**config.mk**
```make
export PLATFORM = sky130hd
export DESIGN_NAME = inst_fetch
export DESIGN_NICKNAME = d
export VERILOG_FILES = /design/src/rtl/inst_fetch_pkg.sv /design/src/rtl/fetch_skid_buffer.sv /design/src/rtl/inst_fetch.sv
export SDC_FILE = /design/constraint.sdc
export NUM_CORES = 1
export LEC_CHECK = 0
export ABC_AREA = 1
export CAP_MARGIN = 15
export CORE_UTILIZATION = 56
export CTS_CLUSTER_SIZE = 25
export DETAILED_ROUTE_END_ITERATION = 8
export PLACE_DENSITY = 0.85
export SYNTH_ARGS = -nofsm -noshare
export SYNTH_HDL_FRONTEND = slang
export SYNTH_SLANG_ARGS = --single-unit
```
**constraint.sdc**
```tcl
create_clock -name clk -period 18.3 [get_ports clk]
set_input_delay 3.66 -clock clk [delete_from_list [all_inputs] [get_ports clk]]
set_output_delay 3.66 -clock clk [all_outputs]
set_load 0.01 [all_outputs]
```
**src/rtl/inst_fetch_pkg.sv**
```systemverilog
// Shared definitions for the instruction-fetch stage: FSM encodings, reset/bubble
// constants and the IF/ID register layout.
package inst_fetch_pkg;

    localparam logic [31:0] RESET_PC_DEF = 32'h0000_0000;
    localparam logic [31:0] NOP_INSN_DEF = 32'h0000_0013;

    typedef enum logic [1:0] {
        FETCH_IDLE  = 2'b00,
        FETCH_RUN   = 2'b01,
        FETCH_HOLD  = 2'b10,
        FETCH_DRAIN = 2'b11
    } fetch_state_e;

    typedef struct packed {
        logic [31:0] pc;
        logic [31:0] insn;
        logic        valid;
    } ifid_t;

    function automatic logic [31:0] word_align(input logic [31:0] addr);
        return {addr[31:2], 2'b00};
    endfunction

endpackage

```
**src/rtl/fetch_skid_buffer.sv**
```systemverilog
// One-entry holding register for a word that arrived while decode was stalled.
// Clear wins over load so a redirect can never leak a stale word.
module fetch_skid_buffer
    import inst_fetch_pkg::*;
(
    input  logic        clk,
    input  logic        reset,
    input  logic        load_i,
    input  logic        clear_i,
    input  logic [31:0] pc_i,
    input  logic [31:0] insn_i,
    output logic        full_o,
    output logic [31:0] pc_o,
    output logic [31:0] insn_o
);

    logic        full_q, full_d;
    logic [31:0] pc_q, pc_d;
    logic [31:0] insn_q, insn_d;

    // Next-state for the single skid entry
    always_comb begin
        full_d = full_q;
        pc_d   = pc_q;
        insn_d = insn_q;
        if (clear_i) begin
            full_d = 1'b0;
        end else if (load_i) begin
            full_d = 1'b1;
            pc_d   = pc_i;
            insn_d = insn_i;
        end else begin
            full_d = full_q;
        end
    end

    // Skid entry storage
    always_ff @(posedge clk or posedge reset) begin
        if (reset) begin
            full_q <= 1'b0;
            pc_q   <= 32'h0000_0000;
            insn_q <= NOP_INSN_DEF;
        end else begin
            full_q <= full_d;
            pc_q   <= pc_d;
            insn_q <= insn_d;
        end
    end

    assign full_o = full_q;
    assign pc_o   = pc_q;
    assign insn_o = insn_q;

endmodule

```
**src/rtl/inst_fetch.sv**
```systemverilog
// Instruction-fetch stage with IF/ID register: PC, req/ack fetch FSM, stall skid,
// and redirect handling that drains an unwithdrawable request before refetching.
module inst_fetch
    import inst_fetch_pkg::*;
#(
    parameter logic [31:0] RESET_PC = RESET_PC_DEF,
    parameter logic [31:0] NOP_INSN = NOP_INSN_DEF
) (
    input  logic        clk,
    input  logic        reset,
    output logic        imem_req,
    output logic [31:0] imem_addr,
    input  logic        imem_ack,
    input  logic [31:0] imem_rdata,
    input  logic        stall_in,
    input  logic        redirect_in,
    input  logic [31:0] redirect_pc_in,
    output logic [31:0] PC_out,
    output logic [31:0] instruction_out,
    output logic        valid_out
);

    fetch_state_e state_q, state_d;
    logic [31:0]  pc_q, pc_d;
    logic [31:0]  addr_q, addr_d;
    logic         req_q, req_d;
    ifid_t        ifid_q, ifid_d;

    logic         xfer_s;
    logic         take_mem_s;
    logic         take_skid_s;
    logic         bubble_s;
    logic         pc_inc_s;
    logic         skid_load_s;
    logic         skid_clear_s;
    logic         skid_full_s;
    logic [31:0]  skid_pc_s;
    logic [31:0]  skid_insn_s;
    logic         rpc_unused_s;

    assign xfer_s       = req_q & imem_ack;
    assign rpc_unused_s = ^redirect_pc_in[1:0];

    fetch_skid_buffer u_skid (
        .clk     (clk),
        .reset   (reset),
        .load_i  (skid_load_s),
        .clear_i (skid_clear_s),
        .pc_i    (pc_q),
        .insn_i  (imem_rdata),
        .full_o  (skid_full_s),
        .pc_o    (skid_pc_s),
        .insn_o  (skid_insn_s)
    );

    // FSM state register
    always_ff @(posedge clk or posedge reset) begin
        if (reset) begin
            state_q <= FETCH_IDLE;
        end else begin
            state_q <= state_d;
        end
    end

    // FSM next-state; a request without ack at a redirect edge must be drained
    always_comb begin
        state_d = state_q;
        case (state_q)
            FETCH_IDLE: begin
                state_d = FETCH_RUN;
            end
            FETCH_RUN: begin
                if (redirect_in) begin
                    state_d = xfer_s ? FETCH_RUN : FETCH_DRAIN;
                end else if (xfer_s && stall_in) begin
                    state_d = FETCH_HOLD;
                end else begin
                    state_d = FETCH_RUN;
                end
            end
            FETCH_HOLD: begin
                if (redirect_in || !stall_in) begin
                    state_d = FETCH_RUN;
                end else begin
                    state_d = FETCH_HOLD;
                end
            end
            FETCH_DRAIN: begin
                if (xfer_s) begin
                    state_d = FETCH_RUN;
                end else begin
                    state_d = FETCH_DRAIN;
                end
            end
            default: begin
                state_d = FETCH_IDLE;
            end
        endcase
    end

    // FSM outputs: datapath controls decoded from state and handshake
    always_comb begin
        take_mem_s   = 1'b0;
        take_skid_s  = 1'b0;
        bubble_s     = 1'b0;
        pc_inc_s     = 1'b0;
        skid_load_s  = 1'b0;
        skid_clear_s = 1'b0;
        req_d        = (state_d == FETCH_RUN) || (state_d == FETCH_DRAIN);
        if (redirect_in) begin
            bubble_s     = 1'b1;
            skid_clear_s = 1'b1;
        end else begin
            case (state_q)
                FETCH_RUN: begin
                    if (xfer_s) begin
                        pc_inc_s    = 1'b1;
                        skid_load_s = stall_in;
                        take_mem_s  = ~stall_in;
                    end else begin
                        bubble_s = ~stall_in;
                    end
                end
                FETCH_HOLD: begin
                    if (!stall_in) begin
                        take_skid_s  = skid_full_s;
                        skid_clear_s = 1'b1;
                    end else begin
                        take_skid_s = 1'b0;
                    end
                end
                FETCH_DRAIN: begin
                    bubble_s = ~stall_in;
                end
                default: begin
                    bubble_s = 1'b0;
                end
            endcase
        end
    end

    // PC, issued address and IF/ID next-state
    always_comb begin
        pc_d   = pc_q;
        ifid_d = ifid_q;
        if (redirect_in) begin
            pc_d = word_align(redirect_pc_in);
        end else if (pc_inc_s) begin
            pc_d = pc_q + 32'd4;
        end else begin
            pc_d = pc_q;
        end

        // A draining request keeps its stale address on the bus until acked
        if (state_d == FETCH_DRAIN) begin
            addr_d = addr_q;
        end else begin
            addr_d = pc_d;
        end

        if (bubble_s) begin
            ifid_d = '{pc: ifid_q.pc, insn: NOP_INSN, valid: 1'b0};
        end else if (take_mem_s) begin
            ifid_d = '{pc: pc_q, insn: imem_rdata, valid: 1'b1};
        end else if (take_skid_s) begin
            ifid_d = '{pc: skid_pc_s, insn: skid_insn_s, valid: 1'b1};
        end else begin
            ifid_d = ifid_q;
        end
    end

    // Datapath registers
    always_ff @(posedge clk or posedge reset) begin
        if (reset) begin
            pc_q   <= RESET_PC;
            addr_q <= RESET_PC;
            req_q  <= 1'b0;
            ifid_q <= '{pc: 32'h0000_0000, insn: NOP_INSN, valid: 1'b0};
        end else begin
            pc_q   <= pc_d;
            addr_q <= addr_d;
            req_q  <= req_d;
            ifid_q <= ifid_d;
        end
    end

    assign imem_req        = req_q;
    assign imem_addr       = addr_q;
    assign PC_out          = ifid_q.pc;
    assign instruction_out = ifid_q.insn;
    assign valid_out       = ifid_q.valid;

endmodule

```
---- After elaboration in Yosys (flattened, before gate mapping) ----
Index checks and enable logic that the tools add are counted.
operators by class
  $add $sub $neg .......................... 1
  mux-type cells .......................... 30
  equality and inequality tests ........... 5
  reductions and logical operators ........ 10
  bitwise operators ....................... 4
operators by type and width
  operator                                       count
  two-way mux 65 bit                             2
  two-way mux 32 bit                             2
  two-way mux 33 bit                             1
  adder 32 x 3 -> 32 bit, second input constant  1
  two-way mux 1 bit                              19
  two-way mux 2 bit                              4
  case mux 2 bit (4 select lines)                1
  == test 2 bit, second input constant           3
  == test 2 x 1 -> 1 bit, second input constant  2
  AND reduction 2 bit                            2
  nonzero test 2 bit                             2
  inverter 1 bit                                 3
  nonzero test 3 bit                             1
  logical NOT 2 bit                              1
  logical OR 1 bit                               2
  case mux 1 bit (2 select lines)                1
  AND 1 bit                                      1
  logical AND 1 bit                              1
  logical NOT 1 bit                              1
storage, ports and cells
  bits of input ports ..................... 69
  output and inout bits ................... 98
  bits in registers ....................... 197

---- Depth between registers and ports, before layout ----
  depth after elaboration ................. 7
  mapped depth ............................ 12
  gate-level depth less buffers ........... 12

---- Cells and area by module ----
From an unflattened synthesis, not the netlist that was laid out.
unflattened totals
  cell total of the unflattened synthesis .. 1091
  area total of the unflattened synthesis .. 9095.0 µm²
by module, submodules not included
  module             area each (µm²)  seq. area each (µm²)  cells each  instances
  inst_fetch         6478.7           3281.9                808         1
  fetch_skid_buffer  2616.3           1630.3                283         1

---- Worst setup path before layout ----
No wires, ideal clock.
  kind .................................... input-to-reg
  from .................................... input imem_ack
  to ...................................... register ifid_q, in the netlist instruction_out[11]
  setup slack ............................. 13.588 ns
  arrival ................................. 4.583 ns
  path buffers ............................ 2
  required time ........................... 18.171 ns
  stages on the path ...................... 11
  cell sequence ........................... nand3_4 nor2_8 nand2_2 nand2_1 inv_2 nand2_4 inv_2 buf_6 buf_6 nand2_1 o21ai_1
on the way
  longest elaborated chain between the ends .. 6
  elaborated cells on any way between the ends .. 10
RTL lines
  item                  RTL line           source
  start, declared       inst_fetch.sv:13   input logic imem_ack,
  AND 1 bit (*)         inst_fetch.sv:41   assign xfer_s = req_q & imem_ack;
  two-way mux 1 bit     inst_fetch.sv:116  if (xfer_s) begin
  two-way mux 1 bit     inst_fetch.sv:114  case (state_q)
  two-way mux 1 bit     inst_fetch.sv:110  if (redirect_in) begin
  two-way mux 65 bit    inst_fetch.sv:163  end else if (take_mem_s) begin
  two-way mux 33 bit    inst_fetch.sv:161  if (bubble_s) begin
  end signal, assigned  inst_fetch.sv:178  ifid_q <= '{pc: 32'h0000_0000, insn: NOP_INSN, valid: 1'b0};
  end signal, assigned  inst_fetch.sv:183  ifid_q <= ifid_d;
  end, declared         inst_fetch.sv:27   ifid_t ifid_q, ifid_d;
Mark *: on every way between the ends. The rest lies on a longest branch, timed or not.
A chain may end at the register's enable or synchronous reset.

---- Final worst setup path ----
  from .................................... input redirect_in
  to ...................................... register ifid_q, in the netlist instruction_out[5]
on the way
  longest elaborated chain between the ends .. 3
  elaborated cells on any way between the ends .. 6
RTL lines
  item                RTL line           source
  start, declared     inst_fetch.sv:16   input logic redirect_in,
  two-way mux 1 bit   inst_fetch.sv:110
  two-way mux 65 bit  inst_fetch.sv:163
  two-way mux 33 bit  inst_fetch.sv:161
Parallel ways exist; a longest one is shown, timed or not.

==> impl_results.md <==
* Boundary Pins at between 150 and 200
* Die height at 128 um
* Adder-cell area share of the yosys netlist at 0.141%
* Syn avg cell area at between 8 and 9 um2
* Reg clk slew, reported paths at 70 ps
* Clk_lat worst skew at 430 ps
* Sw frac at between 20% and 30%
* CP Cell Sequence: clkdlybuf4s50_1, buf_4, nor2_8, nand2_4, nand2_1, inv_2, buf_4, nand2_4, inv_2, nand2_1, o21ai_1
* Initial Util at 57.9%
* First-pass detailed-route iteration total at 5
* Clock group share of total power at 32.2%
* Die W at 128 um
* Post-CTS Repair Setup Buffers at 0
* Grt ovf at 0
* Core area at 15300 um2
* Synthesized area at 8870 um2
* XOR/XNOR Fraction of Synth Area at under 10%
* Synth async-reset ratio at 100%
* Worst path slowest cell: buf_4
* Post-synth top area cell: dfrtp_1
* Maximum vdd drop at around 0.085 mV
* Area Overhead vs Synth at 25.9%
* Drc violations at 0
* Hold_ws at 479 ps
* Compound-cell area share of the yosys netlist at 13.5%
* Reg2reg start: state_q[1]$_DFF_PP0_
* Gr usage total at 26.6%
* Hold buffers post-CTS at 0
* RSZ-0062 raised after global routing: no
* Post-DP HPWL at ~13000 um
* Hold Violations, Final at 0
* Htree depth at 4
* Initial antenna violation count at 0
* Critical Path RT at approximately 19000 ps
* Total number of yosys warnings at 0
* Distinct cells, synth at 36
* Maxcap violations at 0
* Power share of the combinational group at 21.1%
* I/O Buffers at 164
* Area share of the leading cell type in the synthesized netlist at 53.6%
* Crit path DAT at 6780 ps
* Main flop type after synthesis: dfrtp_1
* Psw at 0.328 mW
* Register area at 4910 um2
* Main combinational cell family by area after synthesis: simple AND/OR/NAND/NOR gates
* Int Power at about 0.86 mW
* Synth Net Count at about 1100
* Critical Path Sink: instruction_out[5]$_DFFE_PP0P_
* Layout cells sized above 1 at under 10%
* Sequential power share at 46.7%
* Crit. End Element: flop
* Total number of vias at ~7500
* Final period utilization at 35.2%
* Post-synth EDFFs at 0
* PwrDens at 106 nW/um2
* Worst Hold Class: flop to flop
* Vias per std cell at around 5.2
* Die ar. at 16300 um2
* Post-CTS resize count at 0
* Final net count at 1269
* Startpoint Class: input pin
* Via count of the first global-routing pass at 6991
* Critical Path Fanout Max at 80
* Pleak at approximately 5.3 nW
* Worst-margin pin slew at 903 ps
* RR Endpoint: instruction_out[5]$_DFFE_PP0P_
* Root Buffer: clkbuf_16
* Setup_tns at 0 ps
* Main area contributors after synthesis: dfrtp_1 (54%), nand2_1 (13%), o21ai_0 (7.4%), nor2_1 (4.3%), a21oi_1 (3.7%)
* Post-DRT Antenna Nets at 0
* Synth Area in Simple Gates at 22.7%
* Critical path startpoint: redirect_in
* Final Skew at 13.6 ps
* Routed len/inst at 14.5 um
* DRT iter0 DRCs at 677
* Multiplexer share of the synthesized area at 0%
* Pin count of the biggest net entering global routing at 130
* Row count at 45
* CP max stage delay at 650 ps
* CTS tree: done
* Max-slew violations at 0
* #FFs+latches synth at 196
* Worst Reg-to-Reg Cells at 11
* Slew headroom at 39.8%
* Sink Count at a little under 200
* Ant diodes at 0
* First-pass GRT wire length at around 34000 um
* GPL Wtd Cong at a little under 0.9
* CTS Buf Count at 17
* Register area share after synthesis at between 50% and 60%
* Worst hold start: imem_addr[0]$_DFFE_PP0P_
* Max clock buf depth at 2
* Final setup fails at 0
* WL final at between 20000 and 25000 um
* Post-synth top cells: nand2_1 (297), dfrtp_1 (190), o21ai_0 (131)
* Flop-to-flop setup slack at 15230 ps
* Status: completed
* Cells after Synth at 1065
* Kind of critical path: input pin to flop
* Final Critical Period at ~6400 ps
* # fillers at roughly 1200
* Fmax at 155 MHz
* Most common cell in the netlist: nand2_1
* Area taken by multi-input logic gates at 3330 um2
-- worst max-delay path: cells and delay by family --
| kind | cells | cell delay (ps) |
|---|---|---|
| buffers and inverters | 5 | 2080 |
| and+or+nand+nor | 5 | 830 |
| AOI/OAI and AO/OA | 1 | 120 |
-- cell type report --
type / instances / share of cell area, %
Clock buffer: 21 / 3.95
Clock inverter: 9 / 1.40
Inverter: 89 / 3.06
Multi-Input combinational cell: 724 / 29.9
Sequential cell: 196 / 44.0
Tap cell: 211 / 2.37
Timing Repair Buffer: 171 / 15.4
-- flip-flops by register name, indices dropped and copies added (netlist names) --
register and flops:
PC_out 32, imem_addr 32, instruction_out 32, pc_q 32, state_q 2, u_skid.full_o 1, u_skid.insn_o 32, u_skid.pc_o 32
valid_out 1
-- worst min path at each step --
stage	end	slack, ps	depth (start not counted)
2_1_floorplan	u_skid.insn_o[10]$_DFFE_PP0P_	450	2
3_3_place_gp	imem_addr[28]$_DFFE_PP0P_	460	2
3_5_place_dp	imem_addr[31]$_DFFE_PP0P_	470	2
4_1_cts	PC_out[6]$_DFFE_PP0P_	490	2
5_1_grt	u_skid.pc_o[5]$_DFFE_PP0P_	510	2
6_report	imem_addr[0]$_DFFE_PP0P_	480	2
-- power groups by stage --
| stage | Combinational (mW) | Clock [mW] | Sequential [mW] |
|---|---|---|---|
| after global placement | 0.245 | 0 | 0.560 |
| after detailed placement | 0.253 | 0 | 0.563 |
| after floorplan | 0.115 | 0 | 0.568 |
| after CTS | 0.255 | 0.388 | 0.556 |
| after global routing | 0.280 | 0.407 | 0.562 |
| final | 0.250 | 0.382 | 0.554 |
-- metrics by stage --
| step | cell area, um2 | utilization (%) | worst slack [ps] | cells | total power, mW |
|---|---|---|---|---|---|
| 3_5_place_dp | 10500 | 68.8 | 11430 | 1390 | 0.816 |
| 5_1_grt | 11200 | 72.9 | 11530 | 1421 | 1.25 |
| 3_3_place_gp | 10500 | 68.8 | 11550 | 1390 | 0.805 |
| 2_1_floorplan | 8870 | - | 9310 | 1065 | 0.682 |
| 6_report | 11200 | 72.9 | 11850 | 1421 | 1.19 |
| 4_1_cts | 11100 | 72.7 | 11840 | 1420 | 1.20 |
-- layer usage --
metal	track usage [%]	vias to the layer above	wire, um
li1	-	3667	-
met4	7.47	0	223
met3	5.30	16	1270
met5	0	-	0
met2	41.6	267	9560
met1	37.9	3504	9550
-- kinds of logic (layout without fill, tap and decap cells) --
logic type | count (synthesis) | in the layout
DFF | 196 | 196
and+or+nand+nor | 482 | 482
AOI/OAI and AO/OA | 230 | 230
adders and majority gates | 1 | 1
xor gates and xnor gates | 11 | 11
buffers and inverters | 145 | 290
-- cells in the final DEF (no fill, tap or decap), types with 2 or more instances in the layout --
cell type,count
nand3_1,39
dfstp_2,6
a21boi_0,10
and2_1,3
inv_1,83
clkbuf_16,17
nand2_1,296
bufinv_16,4
xor2_1,11
nand2_4,4
clkinvlp_4,3
nor2_1,102
clkdlybuf4s50_1,164
a21oi_1,65
nand4_1,10
buf_4,6
dfrtp_1,190
nor3_1,6
or2_2,14
o21ai_0,131
inv_2,5
o22ai_1,4
a21boi_1,2
clkbuf_1,4
o21ai_1,13
a31oi_1,2
o211ai_1,2
No activity file was read; power rests on OpenSTA's default activity.
